<file path="config.mk">
export PLATFORM = sky130hd
export DESIGN_NAME = lc3_isdu
export DESIGN_NICKNAME = d
export VERILOG_FILES = /design/src/rtl/lc3_pkg.sv /design/src/rtl/lc3_isdu.sv
export SDC_FILE = /design/constraint.sdc
export NUM_CORES = 1
export LEC_CHECK = 0
export CAP_MARGIN = 25
export CORE_ASPECT_RATIO = 0.75
export CORE_MARGIN = 5
export CORE_UTILIZATION = 44
export DETAILED_ROUTE_END_ITERATION = 12
export PLACE_DENSITY = 0.88
export RECOVER_POWER = 25
export SLEW_MARGIN = 10
export SYNTH_ARGS = -nofsm -noshare
export SYNTH_HDL_FRONTEND = slang
export SYNTH_SLANG_ARGS = --single-unit
</file>
<file path="constraint.sdc">
create_clock -name Clk -period 3.5 [get_ports Clk]
set_input_delay 0.7 -clock Clk [delete_from_list [all_inputs] [get_ports Clk]]
set_output_delay 0.7 -clock Clk [all_outputs]
set_load 0.02 [all_outputs]
</file>
<file path="src/rtl/lc3_pkg.sv">
// Shared encodings for the LC-3 sequencer and the datapath mux decoders.
package lc3_pkg;

    typedef enum logic [4:0] {
        HALTED  = 5'd0,
        S18     = 5'd1,
        S33_1   = 5'd2,
        S33_2   = 5'd3,
        S35     = 5'd4,
        S32     = 5'd5,
        S01     = 5'd6,
        S05     = 5'd7,
        S09     = 5'd8,
        S06     = 5'd9,
        S25_1   = 5'd10,
        S25_2   = 5'd11,
        S27     = 5'd12,
        S07     = 5'd13,
        S23     = 5'd14,
        S16_1   = 5'd15,
        S16_2   = 5'd16,
        S00     = 5'd17,
        S22     = 5'd18,
        S12     = 5'd19,
        S04     = 5'd20,
        S21     = 5'd21,
        PAUSE_1 = 5'd22,
        PAUSE_2 = 5'd23
    } state_t;

    localparam logic [3:0] OP_BR  = 4'b0000;
    localparam logic [3:0] OP_ADD = 4'b0001;
    localparam logic [3:0] OP_JSR = 4'b0100;
    localparam logic [3:0] OP_AND = 4'b0101;
    localparam logic [3:0] OP_LDR = 4'b0110;
    localparam logic [3:0] OP_STR = 4'b0111;
    localparam logic [3:0] OP_NOT = 4'b1001;
    localparam logic [3:0] OP_JMP = 4'b1100;
    localparam logic [3:0] OP_PSE = 4'b1101;

    localparam logic [1:0] PCMUX_INC   = 2'b00;
    localparam logic [1:0] PCMUX_BUS   = 2'b01;
    localparam logic [1:0] PCMUX_ADDER = 2'b10;

    localparam logic [1:0] ADDR2_ZERO  = 2'b00;
    localparam logic [1:0] ADDR2_OFF6  = 2'b01;
    localparam logic [1:0] ADDR2_OFF9  = 2'b10;
    localparam logic [1:0] ADDR2_OFF11 = 2'b11;

    localparam logic [1:0] ALUK_ADD  = 2'b00;
    localparam logic [1:0] ALUK_AND  = 2'b01;
    localparam logic [1:0] ALUK_NOT  = 2'b10;
    localparam logic [1:0] ALUK_PASS = 2'b11;

endpackage

</file>
<file path="src/rtl/lc3_isdu.sv">
// LC-3 instruction sequencing/decode unit: Moore FSM driving all datapath
// load enables, bus gates, mux selects and memory strobes.
module lc3_isdu
    import lc3_pkg::*;
(
    input  logic       Clk,
    input  logic       Reset,
    input  logic       Run,
    input  logic       Continue,
    input  logic [3:0] Opcode,
    input  logic       IR_5,
    input  logic       IR_11,
    input  logic       BEN,
    input  logic       Mem_R,
    output logic       LD_MAR,
    output logic       LD_MDR,
    output logic       LD_IR,
    output logic       LD_BEN,
    output logic       LD_CC,
    output logic       LD_REG,
    output logic       LD_PC,
    output logic       GatePC,
    output logic       GateMDR,
    output logic       GateALU,
    output logic       GateMARMUX,
    output logic [1:0] PCMUX,
    output logic       DRMUX,
    output logic       SR1MUX,
    output logic       SR2MUX,
    output logic       ADDR1MUX,
    output logic [1:0] ADDR2MUX,
    output logic [1:0] ALUK,
    output logic       Mem_CE,
    output logic       Mem_WE,
    output logic       Mem_OE,
    output logic [4:0] State_dbg
);

    state_t state, state_n;
    // IR bits are stable from S35 onward; registering them keeps every
    // output a pure function of flops.
    logic   ir5_q, ir11_q;

    always_ff @(posedge Clk) begin
        if (!Reset) begin
            state  <= HALTED;
            ir5_q  <= 1'b0;
            ir11_q <= 1'b0;
        end else begin
            state  <= state_n;
            ir5_q  <= IR_5;
            ir11_q <= IR_11;
        end
    end

    always_comb begin
        state_n = state;
        case (state)
            HALTED:  if (Run) state_n = S18;
            S18:     state_n = S33_1;
            S33_1:   state_n = S33_2;
            S33_2:   if (Mem_R) state_n = S35;
            S35:     state_n = S32;
            S32: begin
                case (Opcode)
                    OP_ADD:  state_n = S01;
                    OP_AND:  state_n = S05;
                    OP_NOT:  state_n = S09;
                    OP_LDR:  state_n = S06;
                    OP_STR:  state_n = S07;
                    OP_BR:   state_n = S00;
                    OP_JMP:  state_n = S12;
                    OP_JSR:  state_n = S04;
                    OP_PSE:  state_n = PAUSE_1;
                    default: state_n = S18;
                endcase
            end
            S06:     state_n = S25_1;
            S25_1:   state_n = S25_2;
            S25_2:   if (Mem_R) state_n = S27;
            S07:     state_n = S23;
            S23:     state_n = S16_1;
            S16_1:   state_n = S16_2;
            S16_2:   if (Mem_R) state_n = S18;
            S00:     state_n = BEN ? S22 : S18;
            S04:     state_n = S21;
            PAUSE_1: if (Continue) state_n = PAUSE_2;
            PAUSE_2: if (!Continue) state_n = S18;
            default: state_n = S18;
        endcase
    end

    always_comb begin
        LD_MAR     = 1'b0;
        LD_MDR     = 1'b0;
        LD_IR      = 1'b0;
        LD_BEN     = 1'b0;
        LD_CC      = 1'b0;
        LD_REG     = 1'b0;
        LD_PC      = 1'b0;
        GatePC     = 1'b0;
        GateMDR    = 1'b0;
        GateALU    = 1'b0;
        GateMARMUX = 1'b0;
        PCMUX      = PCMUX_INC;
        DRMUX      = 1'b0;
        SR1MUX     = 1'b0;
        SR2MUX     = 1'b0;
        ADDR1MUX   = 1'b0;
        ADDR2MUX   = ADDR2_ZERO;
        ALUK       = ALUK_ADD;
        Mem_CE     = 1'b0;
        Mem_WE     = 1'b0;
        Mem_OE     = 1'b0;
        case (state)
            S18: begin
                GatePC = 1'b1;
                LD_MAR = 1'b1;
                LD_PC  = 1'b1;
                PCMUX  = PCMUX_INC;
            end
            S33_1, S25_1: begin
                Mem_CE = 1'b1;
                Mem_OE = 1'b1;
            end
            S33_2, S25_2: begin
                Mem_CE = 1'b1;
                Mem_OE = 1'b1;
                LD_MDR = 1'b1;
            end
            S35: begin
                GateMDR = 1'b1;
                LD_IR   = 1'b1;
            end
            S32: LD_BEN = 1'b1;
            S01, S05, S09: begin
                GateALU = 1'b1;
                LD_REG  = 1'b1;
                LD_CC   = 1'b1;
                SR1MUX  = 1'b0;
                SR2MUX  = (state == S09) ? 1'b0 : ir5_q;
                ALUK    = (state == S01) ? ALUK_ADD :
                          (state == S05) ? ALUK_AND : ALUK_NOT;
            end
            S06, S07: begin
                ADDR1MUX   = 1'b1;
                ADDR2MUX   = ADDR2_OFF6;
                GateMARMUX = 1'b1;
                LD_MAR     = 1'b1;
            end
            S27: begin
                GateMDR = 1'b1;
                LD_REG  = 1'b1;
                LD_CC   = 1'b1;
            end
            S23: begin
                SR1MUX  = 1'b1;
                ALUK    = ALUK_PASS;
                GateALU = 1'b1;
                LD_MDR  = 1'b1;
            end
            S16_1, S16_2: begin
                Mem_CE = 1'b1;
                Mem_WE = 1'b1;
            end
            S22: begin
                ADDR1MUX = 1'b0;
                ADDR2MUX = ADDR2_OFF9;
                PCMUX    = PCMUX_ADDER;
                LD_PC    = 1'b1;
            end
            S12: begin
                ADDR1MUX = 1'b1;
                ADDR2MUX = ADDR2_ZERO;
                PCMUX    = PCMUX_ADDER;
                LD_PC    = 1'b1;
            end
            S04: begin
                GatePC = 1'b1;
                DRMUX  = 1'b1;
                LD_REG = 1'b1;
            end
            S21: begin
                PCMUX    = PCMUX_ADDER;
                LD_PC    = 1'b1;
                ADDR1MUX = ~ir11_q;
                ADDR2MUX = ir11_q ? ADDR2_OFF11 : ADDR2_ZERO;
            end
            default: ;
        endcase
    end

    assign State_dbg = state;

endmodule

</file>
[Word-level counts from Yosys, hierarchy flattened]
Memory sizes are Yosys's and may differ from the RTL's.
Cells that the tools add are included.
Storage, ports and cells
  input bits: 12
  register bits after elaboration: 7
  memory bits (read-only): 80
  word-level logic and storage cells: 84
  memories kept: 1
  bits in writable memories: 0
  output and inout bits: 29
  bits in latches: 0
Memories
  (name not given): words 16, bits a word 5, rd ports 1, clocked after memory_dff 0, wr ports 0, line lc3_isdu.sv:65  | case (Opcode)
Cells by class
  magnitude comparators: 0
  bitwise logic cells: 1
  div/mod/pow operators: 0
  reduce and logical (&&, ||, !) cells: 17
  equal/unequal tests: 29
  add/sub/neg operators: 0
  shifts and indexed selects: 0
  $mul: 0
  multiplexer cells: 33
Operator list (count)
  5-bit case mux with 17 select lines: 1
  5-bit by 4-bit == test with 1-bit output (second input constant): 8
  5-bit == test (second input constant): 8
  5-bit 2-to-1 mux: 7
  5-bit by 3-bit == test with 1-bit output (second input constant): 4
  1-bit 2-to-1 mux: 18
  4-bit OR reduction: 4
  3-bit OR reduction: 5
  2-bit inequality test (second input constant): 6
  5-bit by 2-bit == test with 1-bit output (second input constant): 2
  2-bit 2-to-1 mux: 4
  2-bit OR reduction: 4
  2-bit case mux with 3 select lines: 1
  6-bit AND reduction: 1
  6-bit OR reduction: 1
  5-bit by 1-bit == test with 1-bit output (second input constant): 1
  5-bit logical NOT: 1
  5-bit OR reduction: 1
  2-bit case mux with 2 select lines: 1
  1-bit case mux with 2 select lines: 1
  1-bit inverter: 1

[Logic depth before layout (Yosys ltp)]
  depth in word-level cells: 4
  gate-level depth with buffers: 7
  mapped depth without buffers: 5

[Worst setup path after synthesis]
No wires, ideal clock.
  path type: register to output
  start point: register state[3] (netlist: State_dbg[3])
  end point: output ALUK[1]
  data required time: 2.800 ns
  setup slack: 0.811 ns
  stages on the path, launching flop included: 6
  data arrival time: 1.989 ns
  path buffers: 2
  cells stage by stage: dfxtp_1 > clkbuf_1 > buf_2 > nand2_1 > nor3_1 > o21bai_1
On the way
  word-level cells in the longest chain between the ends: 4
  elaborated cells on any way between the ends: 8
  those cells by class: 4 x eq/ne; 3 x mux; 1 x reduce/logical
Ends and longest elaborated chain
  start: declaration: line lc3_isdu.sv:39  | state_t state, state_n;
  start signal: assignment: line lc3_isdu.sv:50  | state <= state_n;
  5-bit by 3-bit == test with 1-bit output: line lc3_isdu.sv:115, lc3_isdu.sv:143
  2-bit 2-to-1 mux: line lc3_isdu.sv:143  | (state == S05) ? ALUK_AND : ALUK_NOT;
  2-bit 2-to-1 mux: line lc3_isdu.sv:142  | ALUK = (state == S01) ? ALUK_ADD :
  2-bit case mux with 2 select lines *: line lc3_isdu.sv:115  | case (state)
  end: declaration: line lc3_isdu.sv:32  | output logic [1:0] ALUK,
Mark *: on every way between the ends. The rest lies on a longest branch, timed or not.

[Worst setup path after layout]
  start point: register state[1] (netlist: State_dbg[1])
  end point: output Mem_CE
On the way
  word-level cells in the longest chain between the ends: 3
  elaborated cells on any way between the ends: 8
  those cells by class: 6 x eq/ne; 1 x mux; 1 x reduce/logical
Ends and longest elaborated chain
  5-bit by 2-bit == test with 1-bit output (tied with other cells): line lc3_isdu.sv:115
  6-bit OR reduction (no line) *
  1-bit 2-to-1 mux *: line lc3_isdu.sv:115
  end: declaration: line lc3_isdu.sv:33  | output logic Mem_CE,
Marks and branches as above.

==> flow_summary.toml <==
[cts]
cts-hold-fix-buffers = 0
clkLatencyLatePin_ns = 0.25
numCtsBuffers = 3
clock-root-buffer = "clkbuf_4"
clock_path_buffers = 2
clock-sinks = 7
cts.clk_slew.worst_paths_ns = 0.06
htree_levels = 1
cts_tree = "done"
cts_setup_buffers = 0
cts_resized = 0

[detailed_routing]
wl_met2_um = 1540
postRouteAntennaNets = 0
dr.first_iter.drc_count = 48
viasPerCell = 5.92
vias = 1219
routedWlPerCell_um = 15.2
routed_wirelength_um = 3120
wl_met1_um = 1330
top_layer = "met4"
drc_errors = 0
drt-pass1-iter-count = 4
met3_length_um = 211

[logic_synthesis]
avgSynthCellArea_um2 = 6.61
async_flop_share_pct = 0
syn-num-nets = 161
ys_seq_elements = 7
yosys_warnings = 0
synth.distinct_cells = 48
postSynthCellCount = 149
synth-seq-area-share_pct = 14.2
synth_edf_count = 0
synth_ff_type = "dfxtp_1"
synth_top_area_share_pct = 14.2
synth_top_area_cell = "dfxtp_1"
synth.cell_area_um2 = 985
synthTopCellsByArea = "dfxtp_1, nor2_1, a21oi_1"

[die]
io_pins = 41
die_h_um = 51.0
fp.dieW_um = 64.6
coreArea_um2 = 2070
rows = 14
die-area_um2 = 3290
initial_core_util_pct = 47.6

[critical_path]
worst_ep_arrival_time_ns = 2.41
slowest_stage = "dfxtp_1"
critical_path.top_delay_family = "flip-flops"
path_buf_inv = 1
reg2reg_slack_ns = 1.00
cp_max_fo = 25
crit_chain = "nor2b_1, nand4_1, o21ai_1, or2_1, clkdlybuf4s50_1"
cp_slowest_stage_delay_ns = 0.82
worstPathRequired_ns = 2.80
critPathCaptureType = "primary output"
start_kind = "flip-flop"
critPathKind = "flip-flop to primary output"

[job]
cap_viol_max_count = 0

[placement]
hpwl_um = 2420
portBuffers = 39
place_inst = 202
dp_slack_ns = 0.650
place.gp.congestion = 0.903

[sta]
timing.fmax_mhz = 321
rsz0062_at_grt = "no"
hold_violations = 0
period_share_pct = 89.0
setup_viol = 0
maxSlewViolCount = 0
finalWorstSetupSlack_ns = 0.385
skew_ns = 0.0107
final.min_clock_period_ns = 3.11
worst_slew_pin_slew_ns = 0.904
tns_ns = 0
slew_headroom_pct = 39.6

[layout]
fillCellCount = 194
layout_common_cells = "clkdlybuf4s50_1, nor2_1, nand2_1, a21oi_1, nand2b_1"
final_cells = 206
drive_above_1_share_pct = 6.04
layout_commonest_cell = "clkdlybuf4s50_1"
final_nets = 195
antennaDiodeCount = 0
areaGrowthSynthToFinish_pct = 39.9

[global_routing]
grt_usage_pct = 18.9
antenna_found_initial = 0
grt_max_degree = 32
grt_pass1_vias = 1142
grt_pass1_wl_um = 5060
overflow = 0

[min_path]
hold_class = "flip-flop to flip-flop"

[power_and_ir_drop]
pwr_density_cell_nw_per_um2 = 516
p_total_uw = 711
vdd_drop_max_mv = 0.446
leakagePower_nw = 0.507

[run_status]
status = "finished, final reports clean"
-- report_power, final --
part / leakage (nW) / total (mW) / switching (mW) / internal [mW]
registers: 0.0575 / 0.145 / 0.0522 / 0.0932
clock network: 0.0177 / 0.0733 / 0.0315 / 0.0418
logic: 0.432 / 0.492 / 0.266 / 0.226
-- through the flow --
stage	utilization (%)	hold slack, ns	area, um^2
floorplan	-	0.822	985
global placement	66.3	0.719	1370
detailed placement	66.3	0.763	1370
CTS	67.6	0.774	1400
global route	66.6	0.844	1380
finish	66.6	0.782	1380
-- Yosys cell counts, drive strengths merged, types with 3 or more instances --
master	instances
nor3	5
or2	3
buf	9
dfxtp	7
xnor2	3
nand2b	9
nor2	19
a31oi	4
clkbuf	5
nand2	12
a22oi	3
nand3	4
a21oi	12
o21ai	9
nor2b	8
-- worst reg2reg max path, delay by kind of cell, from the launching register on --
family	cells	cell delay, ns
compound gates	4	1.16
flops	1	0.91
simple gates	1	0.28
-- path summary, 6_finish.rpt --
check                                   from           end  cells past startpoint
worst min register to register  State_dbg[0]  State_dbg[0]                      3
worst max-delay path            State_dbg[1]        Mem_CE                      5
worst min-delay path            State_dbg[0]  State_dbg[0]                      3
worst max register to register  State_dbg[4]  State_dbg[0]                      5
-- logic make-up after synthesis --
family                    Yosys count  share of synthesized area [%]
xor gates and xnor gates            4                           3.56
and+or+nand+nor                    76                           42.4
other                               1                          0.381
DFF                                 7                           14.2
muxes                               2                           2.03
AOI/OAI and AO/OA                  43                           30.0
buffers and inverters              16                           7.37
-- sequential cells by signal, summed over array words and instances, names as in the netlist --
name       count
ir11_q         1
ir5_q          1
State_dbg      5
-- layer usage --
layer	GRT usage, %	vias to the layer above
met5	0	-
met4	7.72	0
met3	4.17	6
met2	31.7	52
met1	23.7	558
li1	-	603
-- area by class of cell --
cell class / instances / area, um^2 / area share (%)
tap: 24 / 30.0 / 2.18
multi-input combinational: 126 / 752 / 54.6
inverter: 2 / 7.51 / 0.545
timing repair buffer: 43 / 420 / 30.5
clock buffer: 3 / 22.5 / 1.63
sequential: 7 / 140 / 10.2
clock inverter: 1 / 5.00 / 0.363
Note: power is estimated with default switching activity, not from simulation.
